`config.mk`:
```
export PLATFORM = sky130hd
export DESIGN_NAME = keypad_scan_encoder
export DESIGN_NICKNAME = d
export VERILOG_FILES = /design/src/rtl/keypad_scan_encoder_pkg.sv /design/src/rtl/keypad_col_scanner.sv /design/src/rtl/keypad_scan_encoder.sv
export SDC_FILE = /design/constraint.sdc
export NUM_CORES = 1
export LEC_CHECK = 0
export ABC_AREA = 1
export CAP_MARGIN = 30
export CORE_MARGIN = 2
export CORE_UTILIZATION = 65
export CTS_BUF_LIST = sky130_fd_sc_hd__clkbuf_4 sky130_fd_sc_hd__clkbuf_8
export CTS_CLUSTER_DIAMETER = 40
export DETAILED_ROUTE_END_ITERATION = 6
export PLACE_DENSITY = 0.95
export SETUP_SLACK_MARGIN = 0.4
export SLEW_MARGIN = 20
export SYNTH_ARGS = -nofsm -noshare
export SYNTH_HDL_FRONTEND = slang
export SYNTH_SLANG_ARGS = --single-unit
```
`constraint.sdc`:
```
create_clock -name clk -period 4.9 [get_ports clk]
set_input_delay 1.47 -clock clk [delete_from_list [all_inputs] [get_ports clk]]
set_output_delay 1.47 -clock clk [all_outputs]
set_load 0.005 [all_outputs]
```
`src/rtl/keypad_scan_encoder_pkg.sv`:
```
// Shared types and constants for the 4x4 keypad scan/debounce encoder.
package keypad_pkg;

    localparam int KEY_W    = 4;
    localparam int NUM_ROWS = 4;
    localparam int NUM_COLS = 4;

    // Column 0 driven low, others released.
    localparam logic [NUM_COLS-1:0] COL_RESET = 4'b1110;

    typedef enum logic [1:0] {
        IDLE         = 2'd0,
        PRESS_WAIT   = 2'd1,
        HELD         = 2'd2,
        RELEASE_WAIT = 2'd3
    } kp_state_t;

    typedef enum logic [1:0] {
        NONE   = 2'd0,
        SINGLE = 2'd1,
        MULTI  = 2'd2
    } frame_res_t;

    // Active-low one-hot drive pattern for a column index.
    function automatic logic [NUM_COLS-1:0] col_drive(input logic [1:0] idx);
        return ~(4'b0001 << idx);
    endfunction

    // Number of pressed rows in one column, saturating at 2 ("two or more").
    function automatic logic [1:0] row_hits(input logic [NUM_ROWS-1:0] pressed);
        logic [1:0] n;
        n = 2'd0;
        for (int r = 0; r < NUM_ROWS; r++) begin
            if (pressed[r] && (n != 2'd2)) begin
                n = n + 2'd1;
            end else begin
                n = n;
            end
        end
        return n;
    endfunction

    // Index of the lowest pressed row (meaningful only when exactly one is pressed).
    function automatic logic [1:0] row_index(input logic [NUM_ROWS-1:0] pressed);
        logic [1:0] idx;
        idx = 2'd0;
        for (int r = NUM_ROWS - 1; r >= 0; r--) begin
            if (pressed[r]) begin
                idx = 2'(r);
            end else begin
                idx = idx;
            end
        end
        return idx;
    endfunction

endpackage

```
`src/rtl/keypad_col_scanner.sv`:
```
// Column scan timing: drives one column low per SCAN_DIV-cycle window and
// flags the row-sample cycle (last of each window) and the frame end.
module keypad_col_scanner
    import keypad_pkg::*;
#(
    parameter int SCAN_DIV = 1000
) (
    input  logic                clk,
    input  logic                reset,
    output logic [NUM_COLS-1:0] col_o,
    output logic                sample_en,
    output logic [1:0]          col_idx,
    output logic                frame_end
);

    localparam int DIV_W = (SCAN_DIV > 2) ? $clog2(SCAN_DIV) : 1;
    localparam logic [DIV_W-1:0] DIV_LAST = DIV_W'(SCAN_DIV - 1);

    logic [DIV_W-1:0]    div_r;
    logic [1:0]          col_r;
    logic [NUM_COLS-1:0] col_drv_r;

    assign sample_en = (div_r == DIV_LAST);
    assign frame_end = sample_en && (col_r == 2'd3);
    assign col_idx   = col_r;
    assign col_o     = col_drv_r;

    // Divider and column advance; the drive pattern is registered with the index.
    always_ff @(posedge clk) begin
        if (reset) begin
            div_r     <= '0;
            col_r     <= 2'd0;
            col_drv_r <= COL_RESET;
        end else if (sample_en) begin
            div_r     <= '0;
            col_r     <= col_r + 2'd1;
            col_drv_r <= col_drive(col_r + 2'd1);
        end else begin
            div_r     <= div_r + DIV_W'(1);
        end
    end

endmodule

```
`src/rtl/keypad_scan_encoder.sv`:
```
// 4x4 active-low keypad scanner with frame-based debounce and a valid/ack
// output handshake carrying a {row, col} hex code.
module keypad_scan_encoder
    import keypad_pkg::*;
#(
    parameter int SCAN_DIV        = 1000,
    parameter int DEBOUNCE_FRAMES = 4
) (
    input  logic                clk,
    input  logic                reset,
    input  logic [NUM_ROWS-1:0] row_i,
    output logic [NUM_COLS-1:0] col_o,
    output logic [KEY_W-1:0]    key_code,
    output logic                key_valid,
    input  logic                key_ack,
    output logic                key_held,
    output logic                overrun
);

    localparam int CNT_W = $clog2(DEBOUNCE_FRAMES + 1);
    localparam logic [CNT_W-1:0] DEB_CNT = CNT_W'(DEBOUNCE_FRAMES);
    localparam logic [CNT_W-1:0] CNT_ONE = CNT_W'(1);

    logic                sample_en_s;
    logic                frame_end_s;
    logic [1:0]          col_idx_s;

    logic [NUM_ROWS-1:0] row_meta_r;
    logic [NUM_ROWS-1:0] row_sync_r;

    logic [1:0]          acc_hits_r;
    logic [KEY_W-1:0]    acc_code_r;
    logic [1:0]          col_hits_s;
    logic [2:0]          hit_sum_s;
    logic [1:0]          merged_hits_s;
    logic [KEY_W-1:0]    merged_code_s;
    frame_res_t          frame_res_s;

    kp_state_t           state_r, state_nxt;
    logic [CNT_W-1:0]    cnt_r, cnt_nxt;
    logic [KEY_W-1:0]    cand_r, cand_nxt;
    logic                accept_s;

    logic [KEY_W-1:0]    key_code_r;
    logic                key_valid_r;
    logic                key_held_r;
    logic                overrun_r;

    keypad_col_scanner #(
        .SCAN_DIV (SCAN_DIV)
    ) u_scanner (
        .clk       (clk),
        .reset     (reset),
        .col_o     (col_o),
        .sample_en (sample_en_s),
        .col_idx   (col_idx_s),
        .frame_end (frame_end_s)
    );

    // Two-flop synchronizer for the asynchronous row inputs; idle rows read high.
    always_ff @(posedge clk) begin
        if (reset) begin
            row_meta_r <= 4'b1111;
            row_sync_r <= 4'b1111;
        end else begin
            row_meta_r <= row_i;
            row_sync_r <= row_meta_r;
        end
    end

    // Fold the current column's sampled rows into the running frame result.
    always_comb begin
        col_hits_s    = row_hits(~row_sync_r);
        hit_sum_s     = {1'b0, acc_hits_r} + {1'b0, col_hits_s};
        merged_hits_s = (hit_sum_s >= 3'd2) ? 2'd2 : hit_sum_s[1:0];
        if ((acc_hits_r == 2'd0) && (col_hits_s == 2'd1)) begin
            merged_code_s = {row_index(~row_sync_r), col_idx_s};
        end else begin
            merged_code_s = acc_code_r;
        end
        case (merged_hits_s)
            2'd0:    frame_res_s = NONE;
            2'd1:    frame_res_s = SINGLE;
            default: frame_res_s = MULTI;
        endcase
    end

    // Frame accumulator: cleared at every frame end so each frame starts fresh.
    always_ff @(posedge clk) begin
        if (reset || frame_end_s) begin
            acc_hits_r <= 2'd0;
            acc_code_r <= '0;
        end else if (sample_en_s) begin
            acc_hits_r <= merged_hits_s;
            acc_code_r <= merged_code_s;
        end else begin
            acc_hits_r <= acc_hits_r;
            acc_code_r <= acc_code_r;
        end
    end

    // Debounce next-state logic, evaluated only on the frame-end cycle.
    always_comb begin
        state_nxt = state_r;
        cnt_nxt   = cnt_r;
        cand_nxt  = cand_r;
        accept_s  = 1'b0;
        if (frame_end_s) begin
            case (state_r)
                IDLE: begin
                    if (frame_res_s == SINGLE) begin
                        cand_nxt = merged_code_s;
                        if (DEBOUNCE_FRAMES == 1) begin
                            state_nxt = HELD;
                            cnt_nxt   = '0;
                            accept_s  = 1'b1;
                        end else begin
                            state_nxt = PRESS_WAIT;
                            cnt_nxt   = CNT_ONE;
                        end
                    end else begin
                        state_nxt = IDLE;
                    end
                end
                PRESS_WAIT: begin
                    if (frame_res_s == SINGLE) begin
                        if (merged_code_s == cand_r) begin
                            if ((cnt_r + CNT_ONE) == DEB_CNT) begin
                                state_nxt = HELD;
                                cnt_nxt   = '0;
                                accept_s  = 1'b1;
                            end else begin
                                cnt_nxt = cnt_r + CNT_ONE;
                            end
                        end else begin
                            cand_nxt = merged_code_s;
                            cnt_nxt  = CNT_ONE;
                        end
                    end else begin
                        state_nxt = IDLE;
                        cnt_nxt   = '0;
                    end
                end
                HELD: begin
                    if (frame_res_s == NONE) begin
                        if (DEBOUNCE_FRAMES == 1) begin
                            state_nxt = IDLE;
                            cnt_nxt   = '0;
                        end else begin
                            state_nxt = RELEASE_WAIT;
                            cnt_nxt   = CNT_ONE;
                        end
                    end else begin
                        state_nxt = HELD;
                    end
                end
                RELEASE_WAIT: begin
                    if (frame_res_s == NONE) begin
                        if ((cnt_r + CNT_ONE) == DEB_CNT) begin
                            state_nxt = IDLE;
                            cnt_nxt   = '0;
                        end else begin
                            cnt_nxt = cnt_r + CNT_ONE;
                        end
                    end else begin
                        state_nxt = HELD;
                        cnt_nxt   = '0;
                    end
                end
                default: begin
                    state_nxt = IDLE;
                    cnt_nxt   = '0;
                end
            endcase
        end else begin
            state_nxt = state_r;
        end
    end

    // FSM state register plus registered held flag and output handshake.
    always_ff @(posedge clk) begin
        if (reset) begin
            state_r     <= IDLE;
            cnt_r       <= '0;
            cand_r      <= '0;
            key_code_r  <= '0;
            key_valid_r <= 1'b0;
            key_held_r  <= 1'b0;
            overrun_r   <= 1'b0;
        end else begin
            state_r    <= state_nxt;
            cnt_r      <= cnt_nxt;
            cand_r     <= cand_nxt;
            key_held_r <= (state_nxt == HELD) || (state_nxt == RELEASE_WAIT);
            if (accept_s) begin
                key_code_r  <= cand_nxt;
                key_valid_r <= 1'b1;
                // An ack in the same cycle consumes the old code, so no overrun.
                if (key_ack && key_valid_r) begin
                    overrun_r <= 1'b0;
                end else if (key_valid_r) begin
                    overrun_r <= 1'b1;
                end else begin
                    overrun_r <= overrun_r;
                end
            end else if (key_ack && key_valid_r) begin
                key_valid_r <= 1'b0;
                overrun_r   <= 1'b0;
            end else begin
                key_valid_r <= key_valid_r;
                overrun_r   <= overrun_r;
            end
        end
    end

    assign key_code  = key_code_r;
    assign key_valid = key_valid_r;
    assign key_held  = key_held_r;
    assign overrun   = overrun_r;

endmodule

```
======== After elaboration in Yosys (flattened, before gate mapping) ========
Cells that the tools add are included.
word-level totals
  register bits after elaboration ......... 46
  word-level logic and storage cells ...... 101
operators by class
  $add $sub $neg .......................... 7
  order comparisons ....................... 1
  eq/ne operators ......................... 17
  shift-type cells ........................ 1
  muxes and demuxes ....................... 42
  bitwise gates (word level) .............. 2
  reduce and logical (&&, ||, !) cells .... 17
operators with widths
  kind                                                               number
  two-way mux 2 bit                                                  14
  two-way mux 4 bit                                                  5
  two-way mux 3 bit                                                  6
  two-way mux 1 bit                                                  13
  one-hot mux 3 bit (4 select lines)                                 1
  adder 10 x 1 -> 10 bit, second input constant                      1
  equality test 10 bit, second input constant                        1
  equality test 2 bit, second input constant                         5
  != test 2 bit, second input constant                               5
  adder 2 x 1 -> 2 bit, second input constant                        4
  equality test 2 x 1 -> 1 bit, second input constant                4
  zero test 2 bit                                                    4
  NOT 4 bit                                                          2
  one-hot mux 2 bit (4 select lines)                                 1
  one-hot mux 4 bit (2 select lines)                                 1
  logical AND 1 bit                                                  6
  equality test 4 bit                                                1
  one-hot mux 2 bit (2 select lines)                                 1
  nonzero test 2 bit                                                 2
  left shift 1 x 2 -> 4 bit, first input constant                    1
  adder 2 x 2 -> 3 bit                                               1
  adder 3 x 1 -> 3 bit, second input constant                        1
  equality test 3 bit, second input constant                         1
  greater-or-equal comparator 3 x 2 -> 1 bit, second input constant  1
  other kinds (4)                                                    5

======== Longest topological paths before layout ========
Gate-level depths: netlist of the first run.
  depth in word-level cells ............... 22
  mapped depth ............................ 24
  mapped depth without buffers ............ 24

======== Hierarchy ========
Synthesis of the first run repeated with hierarchy kept, for this count alone.
unflattened totals
  cell total of the unflattened synthesis .. 340
  area total of the unflattened synthesis .. 2494.9 µm²
modules (own cells, without submodules)
  module               times used  cells an instance  area each (µm²)  sequential area each (µm²)
  keypad_scan_encoder  1           235                1706.6           600.6
  keypad_col_scanner   1           105                788.3            320.3

======== Least setup slack after synthesis of the first run ========
Ideal clock, no wire load.
  path kind ............................... reg-to-reg
  from .................................... reg row_sync_r[0]
  to ...................................... reg key_code_r[0] (netlist: key_code[0])
  library setup time ...................... 0.113 ns
  data arrival time ....................... 3.222 ns
  slack ................................... 1.565 ns
  cell stages (with the launch flop) ...... 23
  buffers on the path ..................... 0
  period minus slack after synthesis ...... 3.335 ns
  path through ............................ dfxtp_1 -> inv_1 -> ha_1 -> nor2_1 -> nand2_1 -> nand2_2 -> ha_1 -> nor2_2 -> inv_1 -> nand3_1 -> nand2_4 -> ha_1 -> inv_1 -> fa_1 -> nand2_1 -> nor2_1 -> inv_1 -> nor3_1 -> nand3_4 -> nor2_4 -> nand3_1 -> nand2_1 -> nor2_1
between the ends
  longest elaborated chain between the ends .. 20
  elaborated cells between the ends (all ways) .. 35
  those cells by class .................... 4 x add/sub; 1 x order compare; 7 x eq/ne; 17 x mux; 1 x bitwise; 5 x reduce/logical
RTL lines
  element                                                        line                                                  RTL
  from (decl)                                                    keypad_scan_encoder.sv:29                             logic [NUM_ROWS-1:0] row_sync_r;
  from (signal assigned)                                         keypad_scan_encoder.sv:67                             row_sync_r <= row_meta_r;
  NOT 4 bit (*)                                                  keypad_scan_encoder.sv:73, keypad_scan_encoder.sv:77
  branches (longest 19 deep; another with adder 2 x 2 -> 3 bit)  --
  to (signal assigned)                                           keypad_scan_encoder.sv:196                            key_code_r <= cand_nxt;
  to (decl)                                                      keypad_scan_encoder.sv:44                             logic [KEY_W-1:0] key_code_r;
Every way passes the cells marked *.
A chain may end at the register's enable or synchronous reset.

======== Final worst setup path of the first run ========
  from .................................... reg row_sync_r[0]
  to ...................................... reg key_code_r[1] (netlist: key_code[1])
The elaborated chain is that of the path after synthesis.

==> results_dict.tcl, run 1 <==
set metrics [dict create \
    antenna_found_initial 0 \
    avgSynthCellArea_um2 7.43 \
    worst_pin_slew_ns 0.670 \
    numCtsBuffers 5 \
    cts_hold_buf 0 \
    hold_viol_final 0 \
    die_height_um 64.3 \
    die_area_um2 4130 \
    slew_headroom 0.550 \
    seq_power_share 0.563 \
    min_from "row_meta_r[2]$_SDFF_PP1_" \
    setup_viol 0 \
    power.share.clock 0.345 \
    cp-end-kind "flip-flop" \
    yosys_warnings 0 \
    synth-async-reset-ratio 0 \
    p_leak_nw 1.17 \
    ios 18 \
    cts_buffer_depth 2 \
    ant_nets 0 \
    fillers 231 \
    tritoncts "done" \
    reg2reg_slack_ns 0.96 \
    swShare 0.252 \
    vdd_drop_max_v 0.000226 \
    cts.sinks 46 \
    ys.flop_type "dfxtp_1" \
    rows 21 \
    cts_root_buf "clkbuf_4" \
    grt_pass1_vias 2021 \
    worst_ep_arrival_time_ns 4.23 \
    wl_um 4920 \
    core_area_um2 3420 \
    grt_max_degree 22 \
    htreeDepth 2 \
    syn_nets 338 \
    hp-class "reg -> reg" \
    rsz0062_at_grt "no" \
    final.period_utilization 0.804 \
    netlist_area_um2 2360 \
    combPwrFrac 0.092 \
    die_w_um 64.3 \
    drv_slew 0 \
    syn_inst 318 \
    crit_path_start_kind "flip-flop" \
    viasPerCell 5.40 \
    yosysUniqueCellTypes 31 \
    overflow 0 \
    switchingPower_w 0.000171 \
    grt_pass1_wl_um 8640 \
    cts.clk_slew.worst_paths_ns 0.13 \
    drc 0 \
    clk_latency_ns 0.38 \
    critPathLaunch "row_sync_r[0]$_SDFF_PP1_" \
    cp_max_fo 9 \
    crit_required_ns 5.19 \
    drt_pass1_iterations 4 \
    grt_usage 0.272 \
    setup_tns_ns 0 \
    status "finished, final reports clean" \
    port_buffers 17 \
    cap_violations 0 \
    placement.cell_area_um2 2580 \
    nets 358 \
    postCtsSetupRepairBufs 0 \
    fin_area_um2 2660 \
    critPathKind "reg -> reg" \
    utilization 0.779 \
    n_antenna_cell 0 \
    fin_crit_ns 3.94 \
    drive_gt1_frac 0.124 \
    fmax_mhz 254 \
    synth_edf_count 0 \
    place_congestion 0.860 \
    timing.rr.start "row_sync_r[0]$_SDFF_PP1_" \
    finalClockSkew_ns 0.0120 \
    cts_resized 0 \
    p_int_w 0.000508 \
    start_util 0.692 \
    ys_ff_latch 46 \
    areaGrowthSynthToFinish_pct 12.6 \
    hpwl_um 3470 \
    vias 2079 \
    seq_area_frac_synth 0.390 \
    drt_iter0_drc 254 \
    wl_per_cell_um 12.8 \
    powerDensity_nw_per_um2 255 \
]
## power groups by stage
stage	Sequential (W)	Clock, W	Combinational [W]
floorplan	0.000390	0	0.0000441
global placement	0.000390	0	0.0000566
detailed placement	0.000390	0	0.0000599
CTS	0.000382	0.000238	0.0000617
global route	0.000383	0.000256	0.0000700
finish	0.000382	0.000234	0.0000627
## cells in the mapped netlist, types with 3 or more instances
cell / instances / share of area
nand3_1: 24 / 0.051
nand4_1: 7 / 0.019
inv_1: 45 / 0.072
nor2_4: 4 / 0.019
dfxtp_1: 46 / 0.39
nor2_1: 34 / 0.054
nor3_1: 8 / 0.017
o21ai_0: 17 / 0.036
ha_1: 12 / 0.064
clkbuf_1: 4 / 0.0064
nand2_1: 58 / 0.092
a21oi_1: 18 / 0.038
nand2_2: 7 / 0.019
or2_2: 11 / 0.029
nand2_4: 3 / 0.014
## layer usage
layer	track usage	vias up	wire (um)	part of all wire
met5	0	-	0	0
li1	-	1061	-	-
met4	0.178	0	197	0.040
met2	0.461	85	2370	0.48
met3	0.0722	22	309	0.063
met1	0.298	911	2050	0.42
## flip-flops by register name, summed over array words and instances (netlist names)
name and cells:
cand_r 4, u_scanner.col_idx 2, key_code 4, overrun 1
key_held 1, state_r 2, acc_code_r 4, cnt_r 3
key_valid 1, u_scanner.col_o 4, row_meta_r 4, row_sync_r 4
acc_hits_r 2, u_scanner.div_r 10
## worst max-delay path: stages, from the launching register on
cell and delay, ns:
dfxtp_1 0.39, inv_1 0.10, ha_1 0.22, nor2_1 0.17, nand2_1 0.14, nand2_1 0.10, ha_1 0.15, nor2_2 0.06
inv_1 0.10, nand3_1 0.14, nand2_4 0.16, ha_1 0.18, inv_1 0.07, fa_1 0.50, nand2_1 0.10, nor2_1 0.13
inv_1 0.08, nor3_1 0.52, nand3_4 0.15, nor2_4 0.17, nand3_1 0.09, nand2_1 0.10, nor2_1 0.05
## path summary, 6_finish.rpt
kind,endpoint,cells past startpoint
hold / removal,row_sync_r[2]$_SDFF_PP1_,1
hold reg to reg,row_sync_r[2]$_SDFF_PP1_,1
setup reg to reg,key_code[1]$_SDFFE_PP0P_,22
setup / recovery,key_code[1]$_SDFFE_PP0P_,22
## placed cells by master (no fill, tap or decap), types with 4 or more instances in the layout
master / count
a21oi_1: 18
clkbuf_4: 5
clkdlybuf4s50_1: 17
dfxtp_1: 46
ha_1: 12
inv_1: 45
nand2_1: 58
nand2_2: 7
nand3_1: 24
nand4_1: 7
nor2_1: 34
nor2_4: 4
nor3_1: 8
o21ai_0: 17
or2_2: 11
## per-stage QoR
stage	total power [W]	std cells	setup slack [ns]	hold slack, ns
3_5_place_dp	0.000450	377	1.08	0.396
6_report	0.000679	385	0.960	0.424
3_3_place_gp	0.000447	377	1.40	0.391
5_1_grt	0.000709	385	0.599	0.447
4_1_cts	0.000682	385	1.00	0.426
2_1_floorplan	0.000434	318	1.57	0.389
## cell type report
type,count,area [um2],share of cell area
clock buffer,5,37.5,0.0141
multi-input combinational,220,1240,0.468
inverter,47,176,0.0663
timing repair buffer,18,178,0.0668
tap,46,57.6,0.0216
sequential,46,921,0.346
clock inverter,3,45.0,0.0169
## kinds of logic after synthesis
group,after synthesis,synth area share
and+or+nand+nor,163,0.352
buffers and inverters,52,0.0831
DFF,46,0.390
xor gates and xnor gates,2,0.00742
AOI/OAI and AO/OA,42,0.0959
adders and majority gates,13,0.0720
Note: power is estimated with default switching activity, not from simulation.
==> inputs of run 2 (changes only) <==
- CORE_UTILIZATION: 65 -> 54
- PLACE_DENSITY: 0.95 -> 0.86
- clock period: 4.9 -> 3.2 ns (I/O delays scaled with it)
==> results_dict.tcl, run 2 (synthesis gave the netlist of run 1 again) <==
set metrics [dict create \
    viasPerCell 5.18 \
    ios 18 \
    fin_crit_ns 3.14 \
    overflow 0 \
    worst_pin_slew_ns 0.473 \
    power.share.clock 0.340 \
    cts.clk_slew.worst_paths_ns 0.09 \
    drt_pass1_iterations 5 \
    worst_ep_arrival_time_ns 3.34 \
    port_buffers 17 \
    wl_per_cell_um 11.9 \
    finalClockSkew_ns 0.00861 \
    nets 373 \
    drc 0 \
    die_area_um2 4920 \
    cp-end-kind "flip-flop" \
    antenna_found_initial 0 \
    final_cell_mix "nand2_1 (50), dfxtp_1 (44), inv_1 (38), nor2_1 (29), nand3_1 (18)" \
    top_register "u_scanner.div_r" \
    cts_buffer_depth 2 \
    switchingPower_w 0.000269 \
    critPathKind "reg -> reg" \
    final.period_utilization 0.982 \
    vias 2104 \
    numCtsBuffers 5 \
    rsz0062_at_grt "yes" \
    place_congestion 0.872 \
    cts_root_buf "clkbuf_8" \
    hold_viol_final 0 \
    setup_tns_ns 0 \
    swShare 0.249 \
    status "finished, final reports clean" \
    drt_iter0_drc 106 \
    core_area_um2 4290 \
    slew_headroom 0.685 \
    hp-class "reg -> reg" \
    combPwrFrac 0.118 \
    die_height_um 70.1 \
    grt_usage 0.207 \
    fmax_mhz 318 \
    clk_latency_ns 0.30 \
    cp_max_fo 5 \
    cts.sinks 46 \
    cap_violations 0 \
    setup_viol 0 \
    die_w_um 70.1 \
    grt_max_degree 20 \
    seq_power_share 0.543 \
    grt_pass1_wl_um 8180 \
    p_int_w 0.000809 \
    hpwl_um 3370 \
    tritoncts "done" \
    p_leak_nw 1.25 \
    areaGrowthSynthToFinish_pct 25.8 \
    power_w 0.00108 \
    grt_pass1_vias 2004 \
    wl_um 4830 \
    crit_path_start_kind "flip-flop" \
    powerDensity_nw_per_um2 363 \
    vdd_drop_max_v 0.000336 \
    largest_reg_flops 10 \
    start_util 0.550 \
    n_antenna_cell 0 \
    drive_gt1_frac 0.277 \
    final_common_cell "nand2_1" \
    drv_slew 0 \
    rows 24 \
    fillers 329 \
    ant_nets 0 \
    htreeDepth 2 \
    crit_required_ns 3.39 \
]
## run 2: metal layers
| metal | part of all wire | vias up | GRT usage |
|---|---|---|---|
| met5 | 0 | - | 0 |
| met4 | 0.016 | 0 | 0.0855 |
| met3 | 0.044 | 7 | 0.0462 |
| met2 | 0.54 | 49 | 0.382 |
| met1 | 0.40 | 966 | 0.225 |
| li1 | - | 1082 | - |
## run 2: stage by stage
stage | utilization | worst slack, ns | cells | hold slack [ns] | cell area, um2
2_1_floorplan | - | 0.196 | 318 | 0.389 | 2440
3_3_place_gp | 0.626 | 0.0994 | 387 | 0.392 | 2690
3_5_place_dp | 0.626 | -0.0130 | 387 | 0.393 | 2690
4_1_cts | 0.673 | 0.151 | 402 | 0.414 | 2890
5_1_grt | 0.692 | -0.138 | 406 | 0.432 | 2970
6_report | 0.692 | 0.0581 | 406 | 0.413 | 2970
## run 2: repair_timing
item	CTS	global route
gates resized for setup	17	12
setup endpoints to repair	16	16
pin swaps	17	16
hold buffers	0	0
buffers inserted	7	4
gates cloned	0	0
## run 2: worst paths after layout
check / startpoint / endpoint / slack [ns] / depth (start not counted)
max: row_sync_r[0]$_SDFF_PP1_ / key_code[0]$_SDFFE_PP0P_ / 0.06 / 21
min: row_meta_r[0]$_SDFF_PP1_ / row_sync_r[0]$_SDFF_PP1_ / 0.41 / 1
max reg2reg: row_sync_r[0]$_SDFF_PP1_ / key_code[0]$_SDFFE_PP0P_ / 0.06 / 21
min reg2reg: row_meta_r[0]$_SDFF_PP1_ / row_sync_r[0]$_SDFF_PP1_ / 0.41 / 1
## run 2: power by group through the flow
stage	Combinational [W]	Sequential (W)	Clock, W
floorplan	0.0000742	0.000597	0
global placement	0.0000989	0.000598	0
detailed placement	0.000102	0.000598	0
CTS	0.000118	0.000585	0.000375
global route	0.000140	0.000586	0.000399
finish	0.000127	0.000585	0.000366
## run 2: final cells by class
type | count | area (um2) | share of cell area
flip-flops and latches | 46 | 923 | 0.311
clock buffers | 6 | 82.6 | 0.0278
well taps | 52 | 65.1 | 0.0219
repair buffers | 33 | 290 | 0.0977
clock inverters | 2 | 12.5 | 0.00421
multi-input cells | 220 | 1420 | 0.477
inverters | 47 | 179 | 0.0602
## run 2: worst max-delay path: stages, from the launching register on
cell     delay (ns)
dfxtp_2        0.36
inv_4          0.06
ha_4           0.27
inv_2          0.03
nand2_2        0.06
nand2_2        0.08
ha_4           0.16
nor2_4         0.11
nand2_2        0.09
nand2_4        0.07
ha_4           0.12
inv_2          0.03
fa_1           0.49
nand2_2        0.08
nor2_4         0.10
inv_2          0.07
nor3_4         0.30
nand3_4        0.12
nor2_4         0.21
nand3_2        0.09
nand2_2        0.10
nor2_2         0.03
